--- src/rtl/fir_tap_sequencer.sv ---
// FIR delay-line sequencer: writes each accepted sample into a circular RAM buffer,
// then reads back the NTAPS newest samples (newest first) with framing for the MAC.
module fir_tap_sequencer #(
  parameter int DWIDTH = 8,
  parameter int AWIDTH = 8,
  parameter int NTAPS  = 16
) (
  input  logic              clk,
  input  logic              rst_n,
  input  logic              in_valid,
  output logic              in_ready,
  input  logic [DWIDTH-1:0] in_data,
  output logic              ram_we,
  output logic [AWIDTH-1:0] ram_waddr,
  output logic [DWIDTH-1:0] ram_wdata,
  output logic              ram_re,
  output logic [AWIDTH-1:0] ram_raddr,
  input  logic [DWIDTH-1:0] ram_q,
  output logic              tap_valid,
  output logic [DWIDTH-1:0] tap_data,
  output logic [AWIDTH-1:0] coef_idx,
  output logic              tap_first,
  output logic              tap_last,
  output logic              busy
);

  localparam logic [1:0] IDLE  = 2'd0;
  localparam logic [1:0] WRITE = 2'd1;
  localparam logic [1:0] READ  = 2'd2;
  localparam logic [1:0] DRAIN = 2'd3;

  localparam int CWIDTH = AWIDTH + 1;
  localparam logic [CWIDTH-1:0] LAST_K   = CWIDTH'(NTAPS - 1);
  localparam logic [CWIDTH-1:0] FILL_MAX = CWIDTH'(NTAPS);

  logic [1:0]        state;
  logic [1:0]        state_nxt;
  logic [AWIDTH-1:0] wptr;
  logic [CWIDTH-1:0] fill;
  logic [CWIDTH-1:0] k;
  logic [DWIDTH-1:0] sample;
  logic              tap_keep;
  logic              handshake;

  assign in_ready  = (state == IDLE);
  assign busy      = ~in_ready;
  assign handshake = in_valid && in_ready;

  assign ram_we    = (state == WRITE);
  assign ram_waddr = wptr;
  assign ram_wdata = sample;
  assign ram_re    = (state == READ);
  assign ram_raddr = wptr - k[AWIDTH-1:0];

  always_comb begin
    state_nxt = state;
    case (state)
      IDLE:    if (handshake) state_nxt = WRITE;
      WRITE:   state_nxt = READ;
      READ:    if (k == LAST_K) state_nxt = DRAIN;
      DRAIN:   state_nxt = IDLE;
      default: state_nxt = IDLE;
    endcase
  end

  always_ff @(posedge clk or negedge rst_n) begin
    if (!rst_n) begin
      state  <= IDLE;
      wptr   <= '0;
      fill   <= '0;
      k      <= '0;
      sample <= '0;
    end else begin
      state <= state_nxt;
      if (handshake) sample <= in_data;
      case (state)
        WRITE: begin
          k <= '0;
          if (fill != FILL_MAX) fill <= fill + CWIDTH'(1);
        end
        READ:  if (k != LAST_K) k <= k + CWIDTH'(1);
        DRAIN: begin
          wptr <= wptr + AWIDTH'(1);
          k    <= '0;
        end
        default: ;
      endcase
    end
  end

  // fill was already bumped in WRITE, so the compare here counts the current sample
  always_ff @(posedge clk or negedge rst_n) begin
    if (!rst_n) begin
      tap_valid <= 1'b0;
      coef_idx  <= '0;
      tap_first <= 1'b0;
      tap_last  <= 1'b0;
      tap_keep  <= 1'b0;
    end else begin
      tap_valid <= ram_re;
      coef_idx  <= ram_re ? k[AWIDTH-1:0] : '0;
      tap_first <= ram_re && (k == '0);
      tap_last  <= ram_re && (k == LAST_K);
      tap_keep  <= ram_re && (k < fill);
    end
  end

  assign tap_data = tap_keep ? ram_q : '0;

endmodule

--- config.mk ---
export PLATFORM = sky130hd
export DESIGN_NAME = fir_tap_sequencer
export DESIGN_NICKNAME = d
export VERILOG_FILES = /design/src/rtl/fir_tap_sequencer.sv
export SDC_FILE = /design/constraint.sdc
export NUM_CORES = 1
export LEC_CHECK = 0
export CORE_MARGIN = 4
export CORE_UTILIZATION = 49
export DETAILED_ROUTE_END_ITERATION = 10
export PLACE_DENSITY = 0.79
export SETUP_SLACK_MARGIN = 0.3
export SYNTH_ARGS = -nofsm -noshare
export SYNTH_HDL_FRONTEND = slang
export SYNTH_SLANG_ARGS = --single-unit
--- constraint.sdc ---
create_clock -name clk -period 2.6 [get_ports clk]
set_clock_uncertainty 0.2 [all_clocks]
set_input_delay 0.26 -clock clk [delete_from_list [all_inputs] [get_ports clk]]
set_output_delay 0.26 -clock clk [all_outputs]
set_load 0.01 [all_outputs]
==> out/summary.txt, run 1 <==
Power Density: 1050 nW/um^2
Die Width: 81.5 um
Largest net degree at the start of global routing: 29
Syn_nets: 298
Setup repair after global routing missed its margin: true
Final cell count without fillers: 420
Total Wirelength: 6120 um
TritonCTS buffer count: 5
Clock Latency Late Sink: 0.30 ns
GRT Total Usage: 0.197
Leak: 1.69 nW
Final Hold Fails: 0
Drt initial violations: 95
Routed vias: 2,209
Die H: 81.5 um
Synth area leaders: dfrtp_1 (45%), ha_1 (11%), xnor2_1 (5.6%), mux2_2 (4.3%), inv_1 (3.5%)
Async SR Flop Fraction: 1.00
Syn Area/Cell: 10.4 um^2
Crit Path Category: reg2out
Via density: 5.26
Final WS setup: -0.0401 ns
Post-synth EDFFs: 0
Max_cap viols: 0
Period utilization: 1.02
Area growth syn-to-layout: 42.4%
# IOs: 66
Failing checks: setup timing
CP Capture Type: output port
Critical path peak fanout: 3
Yosys top cell area share: 0.454
Slew margin rel.: 0.665
Worst Tran Pin Value: 0.503 ns
Layout cell share with drive strength beyond 1: 0.231
Sequential share of the synthesized area: 0.454
Total Nets Final: 393
Post-DP HPWL: 4480 um
Synth warnings: 0
Final Max Tran Viols: 0
Multi-input gate area: 1420 um^2
Worst path arrival time: 2.18 ns
Cell Rows: 26
H-tree depth: 2
Antenna viol nets, final: 0
Vias in the first global route: 2,275
Port Buf Inserts: 65
Distinct cell type count of the synthesized netlist: 46
Reg2reg end: k[8]$_DFFE_PN0P_
Post-Syn Instances: 254
Synth Flop Type: dfrtp_1
Minimum clock period: 2.64 ns
R2R Setup Slk: 0.54 ns
# clock sinks: 48
Average wire per standard cell: 14.6 um
Fmax: 0.379 GHz
CTS clk-pin slew, worst paths: 0.08 ns
Ant diodes: 0
R2R cell count: 7
Placed Cells: 406
Routability cong.: 0.816
Register area: 1200 um^2
Final setup violation count: 1
First drt pass iteration count: 4
Initial antenna violation count: 0
Drc violations: 0
FF+latch count, synth: 48
FILL cells: 377
Die ar.: 6640 um^2
Initial core utilization: 0.511
Req. time, crit path: 2.14 ns
Area of the core: 5170 um^2
Largest area contributor in the netlist: dfrtp_1
Global-route wire length before repair: 10,100 um
CTS Root Cell: clkbuf_8
Setup_tns: -0.0401 ns
Hold Path Class: in2async
Area of the mapped netlist: 2650 um^2
Clock tree from TritonCTS: yes
Startpoint type of the worst setup path: register
Status: complete, but fails checks
FF-to-FF Start: state[0]$_DFFE_PN0P_
Max clock buf depth: 2
Grt ovf: 0
Maximum vdd drop: 700 uV
[critical path, cell delays in order, from the launching register on]
cell      delay (ns)
dfrtp_1         0.42
ha_4            0.18
fa_2            0.38
nor2b_2         0.14
o21ai_2         0.08
a21boi_2        0.19
nor4_1          0.08
a311o_1         0.27
buf_2           0.14
[synthesized netlist by cell type (all sizes together), types with 5 or more instances]
library cell,number
dfrtp,48
nand3,11
mux2,10
inv,27
xnor2,17
xor2,5
nand4,10
nor2,21
nand2,18
ha,24
o21ai,5
and2,9
a21oi,12
[report_power, final]
group          total (W)  switching (W)  internal (W)
clock network   0.000579       0.000239      0.000339
registers        0.00109       0.000151      0.000942
logic            0.00228        0.00106       0.00122
total            0.00395        0.00145       0.00250
[state kept, by name, summed over array words and instances, names as in the netlist, 2 cells and up]
| register | count |
|---|---|
| coef_idx | 8 |
| k | 9 |
| ram_wdata | 8 |
| ram_waddr | 8 |
| state | 2 |
| fill | 9 |
[metal layers]
layer | vias to the layer above | track usage | routed length (um)
met2 | 79 | 0.353 | 3040
met3 | 10 | 0.0417 | 400
li1 | 1061 | - | -
met4 | 0 | 0.0642 | 80
met5 | - | 0 | 0
met1 | 1059 | 0.235 | 2600
[worst max path at each step]
stage	start	end	slack (ns)	cells past startpoint
3_3_place_gp	ram_waddr[0]$_DFFE_PN0P_	ram_raddr[6]	-0.05	9
3_5_place_dp	ram_waddr[0]$_DFFE_PN0P_	ram_raddr[6]	-0.11	9
2_1_floorplan	ram_waddr[0]$_DFFE_PN0P_	ram_raddr[6]	0.33	8
4_1_cts	k[0]$_DFFE_PN0P_	ram_raddr[6]	-0.03	8
5_1_grt	k[0]$_DFFE_PN0P_	ram_raddr[6]	-0.1	8
6_report	k[0]$_DFFE_PN0P_	ram_raddr[6]	-0.04	8
[stage by stage]
| step | worst slack, ns | utilization | total power (W) | cell area [um^2] | hold slack [ns] |
|---|---|---|---|---|---|
| finish | -0.0401 | 0.728 | 0.00395 | 3770 | 0.250 |
| global route | -0.0957 | 0.728 | 0.00424 | 3770 | 0.308 |
| CTS | -0.0276 | 0.724 | 0.00392 | 3750 | 0.257 |
| detailed placement | -0.107 | 0.681 | 0.00320 | 3520 | 0.0571 |
| global placement | -0.0531 | 0.681 | 0.00316 | 3520 | 0.0550 |
| floorplan | 0.333 | - | 0.00221 | 2650 | -0.236 |
[final cells by class]
type / count / share of cell area
multi-input combinational: 175 / 0.376
timing repair buffer: 92 / 0.221
clock buffer: 7 / 0.0256
inverter: 27 / 0.0269
tap: 70 / 0.0233
clock inverter: 1 / 0.00797
sequential: 48 / 0.319
[cells by family (layout without fill, tap and decap cells)]
kind of cell	count (synthesis)	in the layout	share of synthesized area
adders and majority gates	25	25	0.121
xor gates and xnor gates	22	22	0.0728
and+or+nand+nor	86	86	0.176
AOI/OAI and AO/OA	32	32	0.0837
muxes	10	10	0.0426
DFF	48	48	0.454
buffers and inverters	31	127	0.0492
[timing repair]
item	CTS	global route
hold buffers	1	0
setup buffers	3	2
endpoints found under the hold margin	20	0
resized for setup	38	7
endpoints found under the setup margin	7	6
pin swaps	5	5
[layout by cell type (no fill, tap or decap), types with 3 or more instances in the layout]
cell type        instances
inv_2                    4
dfrtp_1                 47
a21oi_1                 10
clkdlybuf4s50_1         57
buf_2                    7
or3_1                    3
ha_4                     4
xnor2_1                 16
nand3_1                 10
nand2_1                 16
mux2_2                  10
nand4_1                 10
ha_1                    19
inv_1                   23
o21ai_0                  3
nor2_1                  18
and2_1                   9
clkbuf_8                 7
buf_4                   25
xor2_1                   5
nor4_1                   3
Power figures use the tool's default switching activity.
==> inputs of run 2 (changes only) <==
--- a/config.mk
+++ b/config.mk
@@ -7,7 +7,9 @@
 export LEC_CHECK = 0
 export CORE_MARGIN = 4
 export CORE_UTILIZATION = 49
+export CTS_CLUSTER_DIAMETER = 60
 export DETAILED_ROUTE_END_ITERATION = 10
+export GPL_TIMING_DRIVEN = 0
 export PLACE_DENSITY = 0.79
 export SETUP_SLACK_MARGIN = 0.3
 export SYNTH_ARGS = -nofsm -noshare
==> out/summary.txt, run 2 (synthesis gave the netlist of run 1 again) <==
Area growth syn-to-layout: 42.7%
Maximum vdd drop: 739 uV
Power Density: 1060 nW/um^2
Area of the core: 5170 um^2
Worst path arrival time: 2.11 ns
Period utilization: 0.989
Routability cong.: 0.835
Fin area: 3770 um^2
Final cell count without fillers: 416
# clock sinks: 48
Register area: 1210 um^2
R2R cell count: 8
CP max stage cell: dfrtp_2
Setup repair after global routing missed its margin: true
Top flop regs: fill: 9 flops, k: 9 flops
Max clock buf depth: 2
Commonest non-fill, non-tap cell in the layout: clkdlybuf4s50_1
Layout cell share with drive strength beyond 1: 0.251
Worst Tran Pin Value: 0.369 ns
Antenna viol nets, final: 0
FILL cells: 372
TritonCTS buffer count: 5
Drc violations: 0
Crit path largest cell delay: 0.44 ns
Initial antenna violation count: 0
Max_cap viols: 0
Minimum clock period: 2.57 ns
Clock tree from TritonCTS: yes
Average wire per standard cell: 14.8 um
Via density: 5.19
Placed Cells: 390
Multi-input gate area: 1440 um^2
Vias in the first global route: 2,202
Die Width: 81.5 um
Pwr Total: 0.00399 W
Most frequent cells in the layout: clkdlybuf4s50_1 (57), dfrtp_1 (40), inv_1 (21), nor2_1 (18)
Ant diodes: 0
Post-DP HPWL: 4280 um
Largest net degree at the start of global routing: 35
Final Hold Fails: 0
CTS Root Cell: clkbuf_8
Drt initial violations: 118
Worst Setup SP: k[0]$_DFFE_PN0P_
Critical path peak fanout: 2
Final Max Tran Viols: 0
Grt ovf: 0
Post-DP Area: 3400 um^2
Clock Latency Late Sink: 0.30 ns
Status: completed
Fmax: 0.389 GHz
Routed vias: 2,159
Total Nets Final: 389
# IOs: 66
Reg2reg end: k[6]$_DFFE_PN0P_
FF-to-FF Start: state[0]$_DFFE_PN0P_
Final setup violation count: 0
Port Buf Inserts: 65
Total Wirelength: 6150 um
Cells along the critical path: ha_4 > fa_2 > nor2b_2 > o21ai_2 > a21boi_2 > nor4_1 > a311o_1 > buf_2
Cell Rows: 26
Slew margin rel.: 0.754
Leak: 1.67 nW
Global-route wire length before repair: 10,200 um
Req. time, crit path: 2.14 ns
Crit Path Category: reg2out
Hold Path Class: in2async
Initial core utilization: 0.511
CP Capture Type: output port
H-tree depth: 2
Die ar.: 6640 um^2
Startpoint type of the worst setup path: register
R2R Setup Slk: 0.48 ns
CTS clk-pin slew, worst paths: 0.10 ns
First drt pass iteration count: 4
GRT Total Usage: 0.199
Die H: 81.5 um
run 2: changes by cell type in the layout (fill, tap and decap cells not counted), moves of 2 or more:
cell and delta:
buf_4 -8, buf_6 +3, dfrtp_1 -7, dfrtp_2 +7, ha_1 -2, ha_4 +2
inv_1 -2
run 2: report_power, final:
group / internal, W / switching, W / leakage, nW
registers: 0.000947 / 0.000181 / 0.619
logic: 0.00124 / 0.00106 / 0.987
clock network: 0.000315 / 0.000249 / 0.0614
total: 0.00250 / 0.00149 / 1.67
run 2: worst max-delay path: cells and delay by family (launching register included):
family | cells | cell delay, ns
compound gates | 3 | 0.50
fa+ha+maj | 2 | 0.52
buf+inv | 1 | 0.14
flops | 1 | 0.44
simple gates | 2 | 0.20
run 2: area by class of cell:
class / instances / share of cell area
repair buffers: 84 / 0.206
plain buffers: 4 / 0.00928
flip-flops and latches: 48 / 0.321
inverters: 27 / 0.0275
clock inverters: 2 / 0.0103
multi-input cells: 175 / 0.381
clock buffers: 6 / 0.0219
well taps: 70 / 0.0232
run 2: worst max-delay path by stage:
stage                                     endpoint
after global routing                  ram_raddr[6]
after detailed placement              ram_raddr[7]
after floorplan                       ram_raddr[6]
final                                 ram_raddr[6]
after global placement    ram_waddr[0]$_DFFE_PN0P_
after CTS                             ram_raddr[6]
run 2: per-layer routing:
metal / wire (um) / vias up / track usage
met1: 2600 / 1028 / 0.245
met4: 74 / 0 / 0.0541
li1: - / 1049 / -
met5: 0 / - / 0
met2: 3050 / 74 / 0.345
met3: 420 / 8 / 0.0493
run 2: repair_timing:
action                                 CTS  global route
resized for setup                       47            12
hold buffers                             1             0
endpoints found under the hold margin   16             0
buffers inserted                        12             5
setup endpoints to repair                7             7
pin swaps                                6             5
run 2: per-stage QoR:
step | setup slack [ns] | hold WS, ns | TNS, ns | util
after floorplan | 0.333 | -0.236 | 0 | -
after global placement | -0.465 | 0.286 | -14.69 | 0.654
after detailed placement | -0.285 | -0.00732 | -0.631 | 0.657
after CTS | -0.0127 | 0.193 | -0.0127 | 0.719
after global routing | -0.0361 | 0.242 | -0.0361 | 0.730
final | 0.0291 | 0.189 | 0 | 0.730
==> inputs of run 3 (changes only) <==
--- a/config.mk
+++ b/config.mk
@@ -7,7 +7,6 @@
 export LEC_CHECK = 0
 export CORE_MARGIN = 4
 export CORE_UTILIZATION = 49
-export CTS_CLUSTER_DIAMETER = 60
 export DETAILED_ROUTE_END_ITERATION = 10
 export GPL_TIMING_DRIVEN = 0
 export PLACE_DENSITY = 0.79
==> results of run 3 <==
Same layout as run 2: the final DEF is identical, and so are final timing and power.
